[src/rtl/float_div_seq.sv]
// ---------------------------------------------------------------------------
// float_div_seq
//   Iterative floating-point divider (a / b). It uses a radix-2 restoring
//   mantissa divider and round-to-nearest-even, and it raises IEEE exception
//   flags. Subnormal inputs are flushed to signed zero. Results too small
//   for a normal number underflow to signed zero.
//
// Handshakes (same rule on both sides):
//   A transfer happens on a rising clock edge where valid and ready are both
//   high. Once valid is raised, the data under it stays stable until that
//   transfer happens.
//   Input side:  in_valid / in_ready. in_ready is high only in IDLE.
//   Output side: out_valid / out_ready. out_valid is high only in DONE.
//
// Ports:
//   clk        clock, all state on rising edge
//   rst_n      asynchronous active-low reset
//   in_valid   operands present on a/b
//   in_ready   divider idle and able to accept operands
//   a, b       dividend / divisor, W = 1+EXP_W+MAN_W bits
//   out_valid  result/flags present
//   out_ready  consumer takes result
//   result     quotient
//   flags      {invalid, div_by_zero, overflow, underflow, inexact}
//   state_o    current FSM state, for debug/observation
// ---------------------------------------------------------------------------
module float_div_seq #(
    parameter int EXP_W = 5,
    parameter int MAN_W = 10,
    localparam int W = 1 + EXP_W + MAN_W
) (
    input  logic         clk,
    input  logic         rst_n,
    input  logic         in_valid,
    output logic         in_ready,
    input  logic [W-1:0] a,
    input  logic [W-1:0] b,
    output logic         out_valid,
    input  logic         out_ready,
    output logic [W-1:0] result,
    output logic [4:0]   flags,
    output logic [2:0]   state_o
);

    localparam int EW    = EXP_W + 2;              // signed working exponent
    localparam int CNT_W = $clog2(MAN_W + 3);

    localparam logic [EXP_W-1:0] EXP_ONES = {EXP_W{1'b1}};
    localparam logic [EW-1:0]    BIAS_E   = EW'((1 << (EXP_W - 1)) - 1);
    localparam logic [EW-1:0]    EMAX     = EW'((1 << EXP_W) - 1);
    localparam logic [CNT_W-1:0] CNT_LAST = CNT_W'(MAN_W + 2);
    localparam logic [W-1:0]     QNAN     = {1'b0, EXP_ONES, 1'b1, {(MAN_W-1){1'b0}}};

    localparam logic [4:0] FL_INV = 5'b10000;
    localparam logic [4:0] FL_DBZ = 5'b01000;
    localparam logic [4:0] FL_OVF = 5'b00100;
    localparam logic [4:0] FL_UNF = 5'b00010;
    localparam logic [4:0] FL_INX = 5'b00001;

    typedef enum logic [2:0] {
        S_IDLE  = 3'd0,
        S_PREP  = 3'd1,
        S_DIV   = 3'd2,
        S_ROUND = 3'd3,
        S_DONE  = 3'd4
    } state_t;

    state_t state_q, state_d;

    logic [W-1:0]     a_q, a_d, b_q, b_d;
    logic             sign_q, sign_d;
    logic [EW-1:0]    exp_q, exp_d;
    logic [MAN_W:0]   mb_q, mb_d;
    logic [MAN_W+1:0] rem_q, rem_d;
    logic [MAN_W+2:0] quo_q, quo_d;
    logic [CNT_W-1:0] cnt_q, cnt_d;
    logic             special_q, special_d;
    logic [W-1:0]     spec_res_q, spec_res_d;
    logic [4:0]       spec_flags_q, spec_flags_d;
    logic [W-1:0]     result_q, result_d;
    logic [4:0]       flags_q, flags_d;

    // Operand unpacking (from the latched operands)
    logic             sa, sb, sgn;
    logic [EXP_W-1:0] ea, eb;
    logic [MAN_W-1:0] fa, fb;
    logic             a_zero, b_zero, a_inf, b_inf, a_nan, b_nan, prep_special;

    assign {sa, ea, fa} = a_q;
    assign {sb, eb, fb} = b_q;
    assign sgn    = sa ^ sb;
    // A zero exponent field is treated as zero whatever the fraction holds.
    // This flushes subnormal inputs.
    assign a_zero = (ea == '0);
    assign b_zero = (eb == '0);
    assign a_inf  = (ea == EXP_ONES) && (fa == '0);
    assign b_inf  = (eb == EXP_ONES) && (fb == '0);
    assign a_nan  = (ea == EXP_ONES) && (fa != '0);
    assign b_nan  = (eb == EXP_ONES) && (fb != '0);
    assign prep_special = a_zero | b_zero | a_inf | b_inf | a_nan | b_nan;

    // Divide-step and rounding temporaries
    logic             div_ge;
    logic [MAN_W+1:0] div_diff;
    logic [MAN_W-1:0] frac_pre, frac_r;
    logic             guard, rnd, sticky, round_up, carry;
    logic [EW-1:0]    e_adj, e_fin;

    // ---------------- state register ----------------
    always_ff @(posedge clk or negedge rst_n) begin
        if (!rst_n) state_q <= S_IDLE;
        else        state_q <= state_d;
    end

    // ---------------- next-state logic ----------------
    always_comb begin
        state_d = state_q;
        case (state_q)
            S_IDLE:  if (in_valid) state_d = S_PREP;
            // Special results pass through ROUND. The result register is then
            // written only on the edge that enters DONE, as on the normal path.
            S_PREP:  state_d = prep_special ? S_ROUND : S_DIV;
            S_DIV:   if (cnt_q == CNT_LAST) state_d = S_ROUND;
            S_ROUND: state_d = S_DONE;
            S_DONE:  if (out_ready) state_d = S_IDLE;
            default: state_d = S_IDLE;
        endcase
    end

    // ---------------- outputs ----------------
    always_comb begin
        in_ready  = (state_q == S_IDLE);
        out_valid = (state_q == S_DONE);
    end

    assign result  = result_q;
    assign flags   = flags_q;
    assign state_o = state_q;

    // ---------------- datapath next-state ----------------
    always_comb begin
        a_d          = a_q;
        b_d          = b_q;
        sign_d       = sign_q;
        exp_d        = exp_q;
        mb_d         = mb_q;
        rem_d        = rem_q;
        quo_d        = quo_q;
        cnt_d        = cnt_q;
        special_d    = special_q;
        spec_res_d   = spec_res_q;
        spec_flags_d = spec_flags_q;
        result_d     = result_q;
        flags_d      = flags_q;

        // Restoring step: subtract the divisor when it fits.
        div_ge   = (rem_q >= {1'b0, mb_q});
        div_diff = div_ge ? (rem_q - {1'b0, mb_q}) : rem_q;

        // Normalise: if the quotient is below 1, take one more fraction bit.
        // In that case the round position holds a shifted-in zero.
        if (quo_q[MAN_W+2]) begin
            frac_pre = quo_q[MAN_W+1:2];
            guard    = quo_q[1];
            rnd      = quo_q[0];
            e_adj    = exp_q;
        end else begin
            frac_pre = quo_q[MAN_W:1];
            guard    = quo_q[0];
            rnd      = 1'b0;
            e_adj    = exp_q - EW'(1);
        end
        sticky   = (rem_q != '0);
        round_up = guard & (rnd | sticky | frac_pre[0]);
        // The hidden one is always set. A carry out of the fraction therefore
        // means the mantissa rolled over to 10.0. The fraction is then zero
        // and the exponent goes up by one.
        {carry, frac_r} = {1'b0, frac_pre} + {{MAN_W{1'b0}}, round_up};
        e_fin = carry ? (e_adj + EW'(1)) : e_adj;

        case (state_q)
            S_IDLE: begin
                if (in_valid) begin
                    a_d = a;
                    b_d = b;
                end
            end
            S_PREP: begin
                sign_d       = sgn;
                exp_d        = EW'(ea) - EW'(eb) + BIAS_E;
                mb_d         = {1'b1, fb};
                rem_d        = {2'b01, fa};
                quo_d        = '0;
                cnt_d        = '0;
                special_d    = prep_special;
                spec_flags_d = '0;
                spec_res_d   = {sgn, {(W-1){1'b0}}};
                if (a_nan || b_nan) begin
                    spec_res_d = QNAN;
                end else if ((a_zero && b_zero) || (a_inf && b_inf)) begin
                    spec_res_d   = QNAN;
                    spec_flags_d = FL_INV;
                end else if (b_zero) begin
                    // Dividing inf by zero gives inf with no flag.
                    spec_res_d = {sgn, EXP_ONES, {MAN_W{1'b0}}};
                    if (!a_inf) spec_flags_d = FL_DBZ;
                end else if (a_inf) begin
                    spec_res_d = {sgn, EXP_ONES, {MAN_W{1'b0}}};
                end
                // The remaining cases (0/x and x/inf) keep the signed-zero default.
            end
            S_DIV: begin
                rem_d = div_diff << 1;
                quo_d = {quo_q[MAN_W+1:0], div_ge};
                cnt_d = cnt_q + CNT_W'(1);
            end
            S_ROUND: begin
                if (special_q) begin
                    result_d = spec_res_q;
                    flags_d  = spec_flags_q;
                end else if (!e_fin[EW-1] && (e_fin >= EMAX)) begin
                    result_d = {sign_q, EXP_ONES, {MAN_W{1'b0}}};
                    flags_d  = FL_OVF | FL_INX;
                end else if (e_fin[EW-1] || (e_fin == '0)) begin
                    result_d = {sign_q, {(W-1){1'b0}}};
                    flags_d  = FL_UNF | FL_INX;
                end else begin
                    result_d = {sign_q, e_fin[EXP_W-1:0], frac_r};
                    flags_d  = (guard | rnd | sticky) ? FL_INX : 5'b00000;
                end
            end
            default: ;
        endcase
    end

    // ---------------- datapath registers ----------------
    always_ff @(posedge clk or negedge rst_n) begin
        if (!rst_n) begin
            a_q          <= '0;
            b_q          <= '0;
            sign_q       <= 1'b0;
            exp_q        <= '0;
            mb_q         <= '0;
            rem_q        <= '0;
            quo_q        <= '0;
            cnt_q        <= '0;
            special_q    <= 1'b0;
            spec_res_q   <= '0;
            spec_flags_q <= '0;
            result_q     <= '0;
            flags_q      <= '0;
        end else begin
            a_q          <= a_d;
            b_q          <= b_d;
            sign_q       <= sign_d;
            exp_q        <= exp_d;
            mb_q         <= mb_d;
            rem_q        <= rem_d;
            quo_q        <= quo_d;
            cnt_q        <= cnt_d;
            special_q    <= special_d;
            spec_res_q   <= spec_res_d;
            spec_flags_q <= spec_flags_d;
            result_q     <= result_d;
            flags_q      <= flags_d;
        end
    end

endmodule

[config.mk]
export PLATFORM = sky130hd
export DESIGN_NAME = float_div_seq
export DESIGN_NICKNAME = d
export VERILOG_FILES = /design/src/rtl/float_div_seq.sv
export SDC_FILE = /design/constraint.sdc
export NUM_CORES = 1
export LEC_CHECK = 0
export ABC_AREA = 1
export CAP_MARGIN = 20
export CORE_MARGIN = 2
export CORE_UTILIZATION = 30
export CTS_CLUSTER_DIAMETER = 200
export DETAILED_ROUTE_END_ITERATION = 8
export GPL_TIMING_DRIVEN = 0
export HOLD_SLACK_MARGIN = 0.12
export PLACE_DENSITY = 0.56
export SYNTH_ARGS = -nofsm -noshare
export SYNTH_HDL_FRONTEND = slang
export SYNTH_SLANG_ARGS = --single-unit
export TNS_END_PERCENT = 30
[constraint.sdc]
create_clock -name clk -period 5.6 [get_ports clk]
set_clock_uncertainty 0.15 [all_clocks]
set_input_delay 0.84 -clock clk [delete_from_list [all_inputs] [get_ports clk]]
set_output_delay 0.84 -clock clk [all_outputs]
set_load 0.01 [all_outputs]
### After elaboration in Yosys (flattened, before gate mapping)

Index checks and enable logic that the tools add are counted.
W data, S select, Z words.

| operators by class | value |
|---|---|
| add/sub/neg operators | 7 |
| magnitude comparators | 2 |
| equal/unequal tests | 10 |
| muxes and demuxes | 29 |
| bitwise gates (word level) | 11 |
| reductions and logical operators | 23 |

Operators with widths:

| kind | count |
|---|---|
| $mux W15 | 4 |
| $mux W16 | 3 |
| $pmux W13 S2 | 1 |
| $pmux W12 S2 | 1 |
| $logic_not A10 Y1 | 2 |
| $reduce_bool A10 Y1 | 2 |
| $mux W5 | 3 |
| $pmux W3 S5 | 1 |
| $mux W7 | 2 |
| $ge A12 B11 Y1 | 1 |
| $mux W3 | 4 |
| $reduce_bool A12 Y1 | 1 |
| $add A10 B1 Y11 | 1 |
| $mux W11 | 1 |
| $sub A11 B11 Y11 | 1 |
| $eq A5 B5 Y1 const B | 2 |
| $logic_not A5 Y1 | 2 |
| $mux W10 | 1 |
| $or A1 B1 Y1 | 9 |
| $mux W4 | 2 |
| $pmux W4 S2 | 1 |
| $add A6 B5 Y7 const B | 1 |
| $add A7 B1 Y7 const B | 1 |
| $ge A7 B5 Y1 const B | 1 |
| 21 further kinds | 34 |

| word-level totals | value |
|---|---|
| bits in registers | 126 |
| bits of input ports | 36 |
| output and inout bits | 26 |
| word-level logic and storage cells | 96 |

### Depth between registers and ports, before layout

| depth | value |
|---|---|
| depth after elaboration | 11 |
| gate-level depth with buffers | 21 |

### Worst setup path before layout

Ideal clock, no wire load.

| timing | value |
|---|---|
| kind | flip-flop to flip-flop |
| start point | register quo_q[12] |
| end point | register result_q[7] (netlist: result[7]) |
| setup time | 0.066 ns |
| arrival time | 2.471 ns |
| data required time | 5.384 ns |
| setup slack | 2.914 ns |
| cell stages (with the launch flop) | 19 |
| path buffers | 3 |
| clock period less this slack | 2.686 ns |
| path through | dfrtp_1 buf_6 buf_4 o21ai_0 o21ai_0 inv_1 ha_1 ha_1 buf_2 nand3_4 nor2_4 nand2_2 o21bai_4 nand2_4 nor2_8 inv_2 nor2_8 nand3_1 nand2_1 |

| between the ends | value |
|---|---|
| longest elaborated chain between the ends | 11 |
| elaborated cells on any way between the ends | 18 |
| classes of those cells | 2 x add/sub; 1 x order compare; 8 x mux; 3 x bitwise; 4 x reduce/logical |

RTL lines:

| element | line | text |
|---|---|---|
| start: declaration | 75 | `logic [MAN_W+2:0] quo_q, quo_d;` |
| start signal: assignment | 259 | `quo_q <= quo_d;` |
| branches (longest 9 deep; another with $add A10 B1 Y11) | - |  |
| $mux W15 (*) | 221 | `end else if (!e_fin[EW-1] && (e_fin >= EMAX)) begin` |
| $mux W16 (*) | 218 | `if (special_q) begin` |
| end signal: assignment | 264 | `result_q <= result_d;` |
| end: declaration | 80 | `logic [W-1:0] result_q, result_d;` |

Every way passes the cells marked *.
A chain may end at the register's enable or synchronous reset.

### Worst setup path in the final report

| timing | value |
|---|---|
| start point | register rem_q[1] |
| end point | register result_q[1] (netlist: result[1]) |

| between the ends | value |
|---|---|
| longest elaborated chain between the ends | 11 |
| elaborated cells on any way between the ends | 14 |
| classes of those cells | 1 x add/sub; 1 x order compare; 4 x mux; 3 x bitwise; 5 x reduce/logical |

RTL lines:

| element | line | text |
|---|---|---|
| start: declaration | 74 | `logic [MAN_W+1:0] rem_q, rem_d;` |
| start signal: assignment | 258 | `rem_q <= rem_d;` |
| $reduce_bool A12 Y1 (*) | 173 | `sticky = (rem_q != '0);` |
| $or A1 B1 Y1 (*) (2 in series) | 174 | `round_up = guard & (rnd \| sticky \| frac_pre[0]);` |
| $and A1 B1 Y1 (*) | 174 |  |
| $add A10 B1 Y11 (*) | 178 | `{carry, frac_r} = {1'b0, frac_pre} + {{MAN_W{1'b0}}, round_up};` |
| branches (longest 4 deep; another with $ge A7 B5 Y1) | - |  |
| $mux W15 (*) | 221 |  |
| $mux W16 (*) | 218 |  |

Marked as above.

==> results.yml <==
status:
  outcome: "finished, final reports clean"
cts:
  cts_max_path_buffers: 2
  cts_sinks: 110
  clock_latency_ps: 370
  ctsHoldBuffers: 0
  cts_tree: "yes"
  htreeDepth: 3
  cts_buffers: 9
  post-cts-setup-buffer-count: 0
  cts_root_buf: "clkbuf_16"
  post_cts_resized: 0
  cts.clk_slew.worst_paths_ps: 80
grt:
  grt_overflow: 0
  antenna_found_initial: 0
  grt_max_degree: 77
  track_usage_pct: 14.4
  grt_pass1_vias: 5117
  grt_pass1_wl_mm: 25.5
placed_design:
  placed_area_um2: 7320
  place_hpwl_mm: 11.7
  gp_congestion: 0.809
  portBuffers: 61
synthesis:
  yosys_warnings: 0
  ys.flop_type: "dfrtp_1"
  synth-async-reset-ratio_pct: 100
  ys_types: 46
  syn-num-nets: 856
  synth_edf_count: 0
  synth_cells: 795
  ys_ff_latch: 110
  yosysSeqAreaShare_pct: 43.4
  avgSynthCellArea_um2: 7.98
  syn_area_um2: 6340
final_layout:
  multi_input_area_um2: 3070
  postLayoutCellArea_um2: 7640
  final_common_cell: "nand2_1"
  diodes: 0
  final_nets: 929
  drive_gt1_share_pct: 8.02
  fillers: 2241
  area_growth_pct: 20.6
  layout_common_cells: "nand2_1 (187), dfrtp_1 (110), inv_1 (102)"
  regArea_um2: 2750
  utilization_pct: 36.6
min_path:
  hp-class: "input pin to asynchronous set/reset pin"
timing:
  hold_violations: 0
  max_freq_mhz: 308
  slew_violations: 0
  tightest_slew_ps: 923
  finalCritPeriodShare_pct: 58.0
  rsz0062_at_grt: "no"
  maxSlewHeadroom_pct: 38.0
  period_needed_ps: 3250
  setup_viol: 0
floorplan:
  coreArea_um2: 20900
  core.rowCount: 53
  die_height_um: 149
  initial_core_util_pct: 30.4
  die-area_um2: 22300
  io_pins: 62
  fp.dieW_um: 149
critical_path:
  arrival_ps: 3340
  cp_num_buf_inv: 2
  cp_max_fo: 10
  critPathKind: "flop to flop"
  critPathMostFrequentCell: "nand2_1"
  crit_slowest_cell: "nor4_1"
  crit_path_max_incr_delay_ps: 450
  crit_family: "simple AND/OR/NAND/NOR gates"
  worstSetupStartpointType: "flop"
  crit_chain: "nor4_1, o2111ai_1, o21ai_0, inv_1, ha_1, ha_1, buf_2, nand3_4, nand2_1, nand2_1, nand2_1, nor2_1, nand3_1, nand4_1, nand2_1"
  reg2reg_from: "rem_q[1]$_DFFE_PN0P_"
  cp-end-kind: "flop"
  crit_required_ps: 5690
  cp-startpoint: "rem_q[1]$_DFFE_PN0P_"
power:
  p_leak_nw: 3.59
  ir_worst_vdd_uv: 195
  power.total_mw: 4.59
  power_density_nw_per_um2: 600
route:
  wl_per_cell_um: 12.9
  dr.first_iter.drc_count: 177
  ant_nets: 0
  route.vias.total: 5201
  dr.pass1.iters: 4
  routed_wirelength_mm: 14.8
  viasPerCell: 4.53
  drcViolationCount: 0
flow_run:
  timing.max_cap.violations: 0
[state kept, by name (all words and copies together), names as in the netlist, 2 cells and up]
name          flops
cnt_q             4
result           16
spec_res_q        3
quo_q            13
flags             5
b_q              16
spec_flags_q      2
mb_q             11
rem_q            12
state_o           3
exp_q             7
a_q              16
[cell type report]
class	count	share of cell area (%)
flip-flops and latches	110	36.0
plain buffers	24	1.39
inverters	109	5.35
clock inverters	7	1.24
repair buffers	62	8.36
multi-input cells	552	40.2
clock buffers	9	2.95
well taps	275	4.50
[report_power, final]
group | total (mW) | internal, mW | switching [mW]
Sequential | 1.34 | 1.12 | 0.223
Combinational | 2.55 | 0.984 | 1.57
Clock | 0.693 | 0.364 | 0.330
Total | 4.59 | 2.47 | 2.12
[cells in the mapped netlist, types with 2 or more instances]
cell type | count | share of area [%]
nor2_1 | 70 | 4.1
inv_1 | 102 | 6.0
o21ai_1 | 6 | 0.47
nor4_1 | 6 | 0.59
a21oi_1 | 45 | 3.6
o22ai_1 | 16 | 1.6
nand2_2 | 10 | 0.99
nand2_1 | 187 | 11
nor3_1 | 6 | 0.47
dfrtp_1 | 110 | 43
o21ai_2 | 2 | 0.28
o2111ai_1 | 2 | 0.28
inv_2 | 6 | 0.36
nand3_4 | 2 | 0.55
o211ai_1 | 6 | 0.71
nand4_1 | 18 | 1.8
nand3b_1 | 3 | 0.36
ha_1 | 23 | 4.5
o21ai_0 | 51 | 4.0
nor2_8 | 4 | 1.3
nor2_4 | 4 | 0.71
xor2_1 | 13 | 1.8
nand2_4 | 2 | 0.36
nor2_2 | 2 | 0.20
mux2_2 | 11 | 2.0
buf_4 | 2 | 0.24
nand3_1 | 37 | 2.9
or2_2 | 3 | 0.30
clkbuf_1 | 20 | 1.2
fa_1 | 2 | 0.63
xnor2_1 | 9 | 1.2
[stage by stage]
step / hold slack [ps] / setup TNS [ps] / setup WS (ps) / cells
floorplan: 276 / 0 / 2910 / 795
global placement: 289 / -99640 / -914 / 1131
detailed placement: 307 / 0 / 2350 / 1132
CTS: 207 / 0 / 2320 / 1148
global route: 212 / 0 / 2040 / 1148
finish: 200 / 0 / 2350 / 1148
[worst paths after layout]
| check | slack (ps) | cells past startpoint | to |
|---|---|---|---|
| worst max-delay path | 2350 | 15 | result[1]$_DFFE_PN0P_ |
| worst min-delay path | 200 | 1 | b_q[8]$_DFFE_PN0P_ |
| worst max register to register | 2350 | 15 | result[1]$_DFFE_PN0P_ |
| worst min register to register | 320 | 2 | mb_q[10]$_DFFE_PN0P_ |
| max in group asynchronous | 4400 | 2 | exp_q[6]$_DFFE_PN0P_ |
| min in group clk | 320 | 2 | mb_q[10]$_DFFE_PN0P_ |
[cell families after synthesis]
logic type | count (synthesis) | share of synthesized area, %
adders and majority gates | 25 | 5.17
AOI/OAI and AO/OA | 138 | 12.4
and+or+nand+nor | 356 | 25.9
DFF | 110 | 43.4
xor gates and xnor gates | 22 | 3.04
muxes | 11 | 1.95
buffers and inverters | 133 | 8.13
[per-layer routing]
layer	global-route usage (%)	wire length (um)
met5	0	0
met4	4.52	250
met3	2.72	595
met2	22.4	6530
met1	20.2	7460
No activity file was read; power rests on OpenSTA's default activity.
